### config.mk
export PLATFORM = sky130hd
export DESIGN_NAME = mem_port_arbiter
export DESIGN_NICKNAME = d
export VERILOG_FILES = /design/src/rtl/mem_port_arbiter.sv
export SDC_FILE = /design/constraint.sdc
export NUM_CORES = 1
export LEC_CHECK = 0
export ABC_AREA = 1
export ABC_CLOCK_PERIOD_IN_PS = 1900
export CELL_PAD_IN_SITES_DETAIL_PLACEMENT = 0
export CELL_PAD_IN_SITES_GLOBAL_PLACEMENT = 1
export CORE_MARGIN = 3
export CORE_UTILIZATION = 31
export CTS_BUF_LIST = sky130_fd_sc_hd__clkbuf_4
export CTS_CLUSTER_SIZE = 20
export DETAILED_ROUTE_END_ITERATION = 16
export GPL_ROUTABILITY_DRIVEN = 0
export PLACE_DENSITY_LB_ADDON = 0.1
export SYNTH_ARGS = -nofsm -noshare
export SYNTH_HDL_FRONTEND = slang
export SYNTH_SLANG_ARGS = --single-unit
### constraint.sdc
create_clock -name clk -period 1.9 [get_ports clk]
set_clock_uncertainty 0.2 [all_clocks]
set_input_delay 0.285 -clock clk [delete_from_list [all_inputs] [get_ports clk]]
set_output_delay 0.285 -clock clk [all_outputs]
set_load 0.005 [all_outputs]
### src/rtl/mem_port_arbiter.sv
// Single-port memory arbiter between IF fetch and MEM load/store, with pipeline freeze generation.
// Optional ARB_FAIRNESS_EN: after MAX_MEM_RUN back-to-back MEM grants with IF waiting, IF gets one grant.
module mem_port_arbiter #(
  parameter int unsigned ADDR_W      = 32,
  parameter int unsigned DATA_W      = 32,
  parameter int unsigned TIMEOUT     = 15,
  parameter int unsigned MAX_MEM_RUN = 4
) (
  input  logic              clk,
  input  logic              rst,
  input  logic              if_req,
  input  logic [ADDR_W-1:0] if_addr,
  output logic [DATA_W-1:0] if_rdata,
  output logic              if_done,
  input  logic              mem_rd,
  input  logic              mem_wr,
  input  logic [ADDR_W-1:0] mem_addr,
  input  logic [DATA_W-1:0] mem_wdata,
  output logic [DATA_W-1:0] mem_rdata,
  output logic              mem_done,
  output logic              ram_en,
  output logic              ram_we,
  output logic [ADDR_W-1:0] ram_addr,
  output logic [DATA_W-1:0] ram_wdata,
  input  logic [DATA_W-1:0] ram_rdata,
  input  logic              ram_ready,
  output logic              freeze_if,
  output logic              freeze_pipe,
  output logic              err_timeout
);

  localparam int unsigned CNT_W = 8;
  localparam int unsigned RUN_W = 4;
  localparam logic [CNT_W-1:0] TIMEOUT_CNT = CNT_W'(TIMEOUT);

  // Elaboration-time guard on the supported parameter ranges.
  if (TIMEOUT == 0 || TIMEOUT > 255 || MAX_MEM_RUN == 0 || MAX_MEM_RUN > 15) begin : g_bad_param
    $error("mem_port_arbiter: TIMEOUT or MAX_MEM_RUN out of range");
  end

  typedef enum logic [1:0] {
    IDLE    = 2'd0,
    ACC_IF  = 2'd1,
    ACC_MEM = 2'd2,
    DONE    = 2'd3
  } state_t;

  state_t           state;
  logic [CNT_W-1:0] wait_cnt;
  logic             mem_req;
  logic             fair_turn_c;
  logic             grant_mem_c;
  logic             grant_if_c;

  assign mem_req = mem_rd | mem_wr;

`ifdef ARB_FAIRNESS_EN
  logic [RUN_W-1:0] run_cnt;

  assign fair_turn_c = (run_cnt == RUN_W'(MAX_MEM_RUN)) & if_req & mem_req;

  // Consecutive MEM grants taken while IF was waiting.
  always_ff @(posedge clk or negedge rst) begin
    if (!rst) begin
      run_cnt <= '0;
    end else if (grant_if_c || (grant_mem_c && !if_req)) begin
      run_cnt <= '0;
    end else if (grant_mem_c && run_cnt != '1) begin
      run_cnt <= run_cnt + RUN_W'(1);
    end
  end
`else
  assign fair_turn_c = 1'b0;
`endif

  // Grant decision, only meaningful while idle; MEM holds the older instruction.
  always_comb begin
    grant_mem_c = 1'b0;
    grant_if_c  = 1'b0;
    if (state == IDLE) begin
      if (mem_req && !fair_turn_c) begin
        grant_mem_c = 1'b1;
      end else if (if_req) begin
        grant_if_c = 1'b1;
      end
    end
  end

  always_ff @(posedge clk or negedge rst) begin
    if (!rst) begin
      state       <= IDLE;
      wait_cnt    <= '0;
      ram_en      <= 1'b0;
      ram_we      <= 1'b0;
      ram_addr    <= '0;
      ram_wdata   <= '0;
      if_rdata    <= '0;
      mem_rdata   <= '0;
      if_done     <= 1'b0;
      mem_done    <= 1'b0;
      err_timeout <= 1'b0;
    end else begin
      if_done  <= 1'b0;
      mem_done <= 1'b0;
      case (state)
        IDLE: begin
          wait_cnt <= '0;
          if (grant_mem_c) begin
            state     <= ACC_MEM;
            ram_en    <= 1'b1;
            ram_we    <= mem_wr;
            ram_addr  <= mem_addr;
            ram_wdata <= mem_wdata;
          end else if (grant_if_c) begin
            state    <= ACC_IF;
            ram_en   <= 1'b1;
            ram_we   <= 1'b0;
            ram_addr <= if_addr;
          end
        end
        ACC_IF, ACC_MEM: begin
          wait_cnt <= wait_cnt + CNT_W'(1);
          // Ready in the last allowed cycle still counts as a normal completion.
          if (ram_ready || wait_cnt == TIMEOUT_CNT) begin
            state  <= DONE;
            ram_en <= 1'b0;
            ram_we <= 1'b0;
            if (state == ACC_IF) begin
              if_done  <= 1'b1;
              if_rdata <= ram_ready ? ram_rdata : '0;
            end else begin
              mem_done  <= 1'b1;
              mem_rdata <= ram_ready ? ram_rdata : '0;
            end
            if (!ram_ready) begin
              err_timeout <= 1'b1;
            end
          end
        end
        DONE: begin
          state <= IDLE;
        end
        default: begin
          state <= IDLE;
        end
      endcase
    end
  end

  // Freezes follow the live requests so the pipeline releases in the done cycle itself.
  assign freeze_pipe = rst & mem_req & ~mem_done;
  assign freeze_if   = rst & ((if_req & ~if_done) | (mem_req & ~mem_done) | (state == ACC_MEM));

endmodule

==> results of run 1 <==
[repair_timing]
| action | in CTS | in global routing |
|---|---|---|
| pin swaps | 2 | 6 |
| resized for setup | 150 | 21 |
| endpoints found under the hold margin | 144 | 143 |
| setup buffers | 11 | 5 |
| cloned | 0 | 6 |
| setup endpoints to repair | 135 | 126 |
[flip-flops by register name, summed over array words and instances, names as in the netlist]
signal and cells:
err_timeout 1, if_done 1, if_rdata 32, mem_done 1, mem_rdata 32, ram_addr 32
ram_en 1, ram_wdata 32, ram_we 1, state 2, wait_cnt 8
[kinds of logic (layout without fill, tap and decap cells)]
| kind of cell | count (synthesis) | in the layout | synth area share, % |
|---|---|---|---|
| AO/OA/AOI/OAI | 142 | 142 | 14.5 |
| adder cells (fa/ha/maj) | 6 | 6 | 1.23 |
| buffers and inverters | 63 | 373 | 5.55 |
| flip-flops | 143 | 143 | 58.6 |
| other | 0 | 1 | 0 |
| AND/OR/NAND/NOR | 315 | 315 | 20.1 |
[metal layers]
layer / share of wire, % / vias to the layer above / track usage, %
met2: 50 / 170 / 28.8
met4: 2.5 / 0 / 6.16
met5: 0 / - / 0
met3: 8.3 / 27 / 7.67
met1: 40 / 2625 / 20.9
li1: - / 2749 / -
[final timing paths]
kind | from | to | depth (start not counted)
hold / removal | rst | ram_addr[9]$_DFFE_PN0P_ | 2
max in group asynchronous | rst | if_rdata[22]$_DFFE_PN0P_ | 2
setup / recovery | state[0]$_DFFE_PN0P_ | freeze_if | 5
setup reg to reg | state[0]$_DFFE_PN0P_ | mem_rdata[20]$_DFFE_PN0P_ | 8
hold reg to reg | ram_wdata[20]$_DFFE_PN0P_ | ram_wdata[20]$_DFFE_PN0P_ | 2
min in group clk | mem_wdata[14] | ram_wdata[14]$_DFFE_PN0P_ | 3
[cell type report]
class | count | area [µm²] | share of cell area, %
Sequential cell | 143 | 3580 | 37.0
Timing Repair Buffer | 317 | 3080 | 31.8
Multi-Input combinational cell | 463 | 2300 | 23.8
Tap cell | 260 | 325 | 3.37
Clock inverter | 15 | 164 | 1.70
Clock buffer | 17 | 128 | 1.32
Inverter | 24 | 90.1 | 0.932
Antenna cell | 1 | 2.50 | 0.0259
[layout by cell type, fill, tap and decap left out, types with 2 or more instances in the layout]
master,n
a21oi_1,37
buf_12,8
buf_2,2
buf_4,30
buf_6,6
clkbuf_16,4
clkbuf_4,17
clkdlybuf4s50_1,132
dfrtp_1,143
dlygate4sd2_1,132
ha_2,2
ha_4,3
inv_1,19
inv_2,5
inv_6,8
inv_8,5
nand2_1,251
nand2_2,2
nand3_1,9
nand3_2,2
nand3_4,2
nand4_1,3
nor2_1,40
nor2_4,2
o21ai_0,19
o21ai_1,36
o21ai_2,46
[power groups by stage]
stage,clock network [mW],registers (mW),logic [mW]
floorplan,0,5.24,3.14
global placement,0,5.13,7.26
detailed placement,0,5.17,7.36
CTS,2.14,5.06,6.70
global route,2.28,5.23,7.90
finish,2.03,5.05,7.05
[metrics by stage]
stage | setup TNS, ns | area [µm²] | total power [mW] | worst slack [ns] | std cells
finish | -0.0884 | 9660 | 14.1 | -0.0884 | 1240
global route | -0.637 | 9660 | 15.4 | -0.190 | 1240
CTS | -0.228 | 9400 | 13.9 | -0.171 | 1228
detailed placement | -1.06 | 9160 | 12.5 | -0.328 | 1184
global placement | -0.729 | 9160 | 12.4 | -0.335 | 1184
floorplan | 0 | 6110 | 8.37 | 0.120 | 669
==> Flow_metrics.wiki, run 1 <==
{| class="wikitable"
! Metric !! Value
|-
| Measured slew at the worst slew-check pin || 0.856 ns
|-
| Number of inserted filler cells in the final layout || 1841
|-
| Worst-path cell chain || inv_2, ha_2, a21oi_4, a21oi_2, buf_2
|-
| Required time at the endpoint of the critical path || 1.41 ns
|-
| Layout overhead on the synthesized area || 58.2%
|-
| Startpoint types || flop
|-
| Final Hold Slack || -0.406 ns
|-
| Boundary Pins || 269
|-
| Power Internal || approximately 8.6 mW
|-
| Grt total ovfl || 0
|-
| Leading cell type by number of instances after synthesis || nand2_1
|-
| First DRT Iteration DRCs || ~240
|-
| Tot GR Track Use || 17.6%
|-
| Buffers from clock root to sink, at most || 2
|-
| Die Height || 146 µm
|-
| Quantity of hold-fixing buffers added after cts || 1
|-
| Top fanout value on the critical path || 2
|-
| Ys flop type || dfrtp_1
|-
| RSZ-0062 raised after global routing || true
|-
| Remaining DRCs || 0
|-
| Master cell of the clock root buffer || clkbuf_4
|-
| Total Wirelength || ~20000 µm
|-
| Setup-violating endpoint count in the final report || 1
|-
| Antenna Nets Post-Route || 0
|-
| Tmin final || 1.99 ns
|-
| Ys async rst share || 100%
|-
| Combinational share of power || around half
|-
| Synthesis warning total || 0
|-
| Worst setup path class || reg2out
|-
| Setup slack of the worst register-to-register path || around 0.050 ns
|-
| Wire length of the first global-routing pass || 30300 µm
|-
| Final hold violations || 143
|-
| Port Buffers || 268
|-
| Cell area power density || 1460 mW/mm²
|-
| Via count || 5571
|-
| Worst slew margin relative to its limit || 42.9%
|-
| Clock share of power || between 10% and 20%
|-
| Count of buffering cells on the critical path with inverters included || 2
|-
| Proportion of power drawn by flip-flops and latches || 35.7%
|-
| Synth area leader || dfrtp_1
|-
| Fraction of layout instances using a drive strength above 1 || about 16%
|-
| Result of the run || complete, but fails checks
|-
| Max cap viols || 0
|-
| Number of unique standard cell types used by synthesis || 24
|-
| Leading post-synthesis cells by cell area || dfrtp_1 59%, nand2_1 16%, o21ai_2 6.6%
|-
| Count of standard-cell rows || 50
|-
| Fmax || 0.503 GHz
|-
| Largest stage delay on the critical path || 0.39 ns
|-
| CP max-delay cell || dfrtp_1
|-
| Static power due to leakage || 4.81 nW
|-
| Number of global-route vias before repair || 5658
|-
| Post-synthesis instance area || about 0.0061 mm²
|-
| Worst min-delay path category || in2async
|-
| Clock tree from TritonCTS || done
|-
| Critical Path Sink Type || primary output
|-
| Clock input transition at the sequential cells of the worst setup and hold paths || around 0.14 ns
|-
| Maximum number of pins on one net before global-route repair || 144
|-
| Post-synth top cells || 253 x nand2_1, 143 x dfrtp_1, 46 x o21ai_2
|-
| Syn avg cell area || 9.13 µm²
|-
| PnR worst setup slack || -0.0884 ns
|-
| TritonCTS Buffers || 17
|-
| Overall die width || around 150 µm
|-
| Number of slew-limit violations in the final report || 0
|-
| Sequential-to-total area share from yosys stat || roughly three fifths
|-
| Synthesis-stage register bit count || 143
|-
| Placeable Area || about 0.019 mm²
|-
| Net Sw Frac || 39.5%
|-
| Final-stage net count || 1106
|-
| DRT Pass-1 Iters || 4
|-
| Final core occ || 50.8%
|-
| Clock sink count || 143
|-
| Clock network latency to the later pin of the worst-skew pair || 0.54 ns
|-
| Number of antenna violations at the first check in global routing || 1
|-
| H-tree depth reported by CTS || 4
|-
| Crit path arrival time || around 1.5 ns
|-
| Failing checks || hold timing, setup timing
|-
| WL per Instance || 15.7 µm
|-
| Worst-case vdd ir drop || 667 µV
|-
| Post-synth top area share || 58.6%
|-
| Placed wire-length estimate after detailed placement || 13400 µm
|-
| Synthesized Nets || ~810
|-
| Initial core utilization || 32.1%
|-
| Cell type group with the largest total delay on the critical path || flip-flops
|-
| Vias per cell || between 4 and 5
|-
| Part of the cycle the worst path needs || 105%
|-
| Count of flip-flops with a built-in enable after synthesis || 0
|-
| Switching power || 5.58 mW
|-
| Die ar. || around 0.021 mm²
|-
| Mapped Cells || 669
|}
No activity file was read; power rests on OpenSTA's default activity.
==> run 2, diff against run 1 <==
--- a/config.mk
+++ b/config.mk
@@ -16,6 +16,7 @@
 export DETAILED_ROUTE_END_ITERATION = 16
 export GPL_ROUTABILITY_DRIVEN = 0
 export PLACE_DENSITY_LB_ADDON = 0.1
+export RECOVER_POWER = 50
 export SYNTH_ARGS = -nofsm -noshare
 export SYNTH_HDL_FRONTEND = slang
 export SYNTH_SLANG_ARGS = --single-unit
==> run 2 against run 1 <==
  * The flow still finishes with violations (hold timing, setup timing)
  * Combinational power shrank 0.9%
  * First-iteration DRC count shrank 1.2%
  * Largest power group unchanged
  * Cell count is the same
  * Via count is essentially flat
  * Worst hold slack gained 0.0092 ns
  * Clock-buffer cell count is the same
  * Utilization shrank 0.079 points
  * Sequential power is essentially flat
  * Critical path depth is the same
  * Routed wire length shrank 0.14%
==> Flow_metrics.wiki, run 2 (synthesized netlist as in run 1, its figures left out) <==
{| class="wikitable"
! Metric !! Value
|-
| Result of the run || complete, but fails checks
|-
| Failing checks || hold timing, setup timing
|-
| Final TNS setup || -0.768 ns
|-
| Final hold violations || about 140
|-
| Worst-path cell chain || inv_2, ha_2, a21oi_4, a21oi_2, buf_2
|-
| Worst slack at placement || -0.328 ns
|-
| Placeable Area || between 0.015 and 0.02 mm²
|-
| Cell type group with the largest total delay on the critical path || flip-flops
|-
| Most common cell after layout, fill and taps aside || nand2_1
|-
| Final-stage net count || 1106
|-
| Critical Path Sink Type || primary output
|-
| Crit path arrival time || 1.50 ns
|-
| Tot GR Track Use || 17.6%
|-
| DRT Pass-1 Iters || 4
|-
| Antenna Nets Post-Route || 0
|-
| Count of standard-cell rows || 50
|-
| Initial core utilization || 32.1%
|-
| Remaining DRCs || 0
|-
| Worst min-delay path category || in2async
|-
| Clock tree from TritonCTS || done
|-
| Boundary Pins || approximately 270
|-
| Master cell of the clock root buffer || clkbuf_4
|-
| Top library cells by usage in the layout, fill and taps aside || 251 x nand2_1, 143 x dfrtp_1, 132 x clkdlybuf4s50_1, 132 x dlygate4sd2_1, 46 x o21ai_2
|-
| Part of the cycle the worst path needs || 105%
|-
| Worst setup path class || reg2out
|-
| PnR worst setup slack || -0.0868 ns
|-
| Largest stage delay on the critical path || just under 0.4 ns
|-
| Die ar. || 0.0214 mm²
|-
| Overall die width || 146 µm
|-
| Worst-case vdd ir drop || 665 µV
|-
| Cell area power density || 1460 mW/mm²
|-
| Die Height || 146 µm
|-
| Required time at the endpoint of the critical path || 1.41 ns
|-
| Port Buffers || 268
|-
| Total power of the final layout || 14.1 mW
|-
| WL per Instance || approximately 16 µm
|-
| Final Hold Slack || -0.397 ns
|-
| Clock network latency to the later pin of the worst-skew pair || 0.54 ns
|-
| Buffers from clock root to sink, at most || 2
|-
| Clock sink count || 143
|-
| Vias per cell || 4.49
|-
| Fmax || 0.503 GHz
|-
| CP max-delay cell || dfrtp_1
|-
| Start of the worst register-to-register path || state[1]$_DFFE_PN0P_
|-
| Grt total ovfl || 0
|-
| Static power due to leakage || just under 5 nW
|-
| Top fanout value on the critical path || 2
|-
| RSZ-0062 raised after global routing || true
|-
| Maximum number of pins on one net before global-route repair || 144
|-
| Max cap viols || 0
|-
| Quantity of hold-fixing buffers added after cts || 1
|-
| Startpoint types || flop
|-
| Fraction of layout instances using a drive strength above 1 || 15.2%
|-
| Clock input transition at the sequential cells of the worst setup and hold paths || 0.15 ns
|-
| Tmin final || between 1.5 and 2 ns
|-
| Start point of the critical path || state[0]$_DFFE_PN0P_
|-
| TritonCTS Buffers || 17
|-
| Total Wirelength || ~19000 µm
|-
| Number of slew-limit violations in the final report || 0
|-
| Number of antenna violations at the first check in global routing || 1
|-
| Layout overhead on the synthesized area || 58.0%
|-
| First DRT Iteration DRCs || 239
|-
| Via count || roughly 5600
|-
| Placed wire-length estimate after detailed placement || 13400 µm
|-
| Number of global-route vias before repair || around 5700
|-
| Count of buffering cells on the critical path with inverters included || 2
|-
| Worst slew margin relative to its limit || 43.6%
|-
| Measured slew at the worst slew-check pin || 0.846 ns
|-
| Final core occ || 50.7%
|-
| Wire length of the first global-routing pass || ~30000 µm
|-
| H-tree depth reported by CTS || 4
|-
| Setup-violating endpoint count in the final report || 29
|}
## run 2: cell counts in the layout (fill, tap and decap cells not counted)
Identical to the previous run, type by type.
## run 2: path summary, 6_finish.rpt
kind,to,slack (ns),cells after the start
max,freeze_if,-0.09,5
min,ram_addr[3]$_DFFE_PN0P_,-0.40,2
max reg2reg,if_rdata[12]$_DFFE_PN0P_,-0.06,8
min reg2reg,ram_wdata[20]$_DFFE_PN0P_,0.28,2
max in group asynchronous,if_rdata[22]$_DFFE_PN0P_,1.22,2
min in group clk,ram_wdata[14]$_DFFE_PN0P_,0.06,3
## run 2: layout make-up
cell class	instances	area [µm²]
clock buffer	17	128
timing repair buffer	317	3080
multi-input combinational	463	2280
clock inverter	15	164
inverter	24	90.1
antenna	1	2.50
sequential	143	3580
fill	1842	9370
tap	260	325
## run 2: report_power, final
| part | switching, mW | internal (mW) | total, mW |
|---|---|---|---|
| combinational | 3.59 | 3.40 | 6.99 |
| sequential | 0.662 | 4.38 | 5.05 |
| clock | 1.31 | 0.727 | 2.03 |
| total | 5.56 | 8.51 | 14.1 |
## run 2: what timing repair did
action	CTS	global route
setup buffers	11	5
pin swaps	2	6
cloned	0	6
resized for setup	150	21
endpoints found under the hold margin	144	143
setup endpoints to repair	135	126
## run 2: routing by layer
metal | GRT usage [%] | wire [µm]
met1 | 20.9 | 7670
met3 | 7.67 | 1620
met5 | 0 | 0
met4 | 6.16 | 484
met2 | 28.8 | 9670
## run 2: metrics by stage
stage,instance area [µm²],cells
2_1_floorplan,6110,669
3_3_place_gp,9160,1184
3_5_place_dp,9160,1184
4_1_cts,9400,1228
5_1_grt,9650,1240
6_report,9650,1240
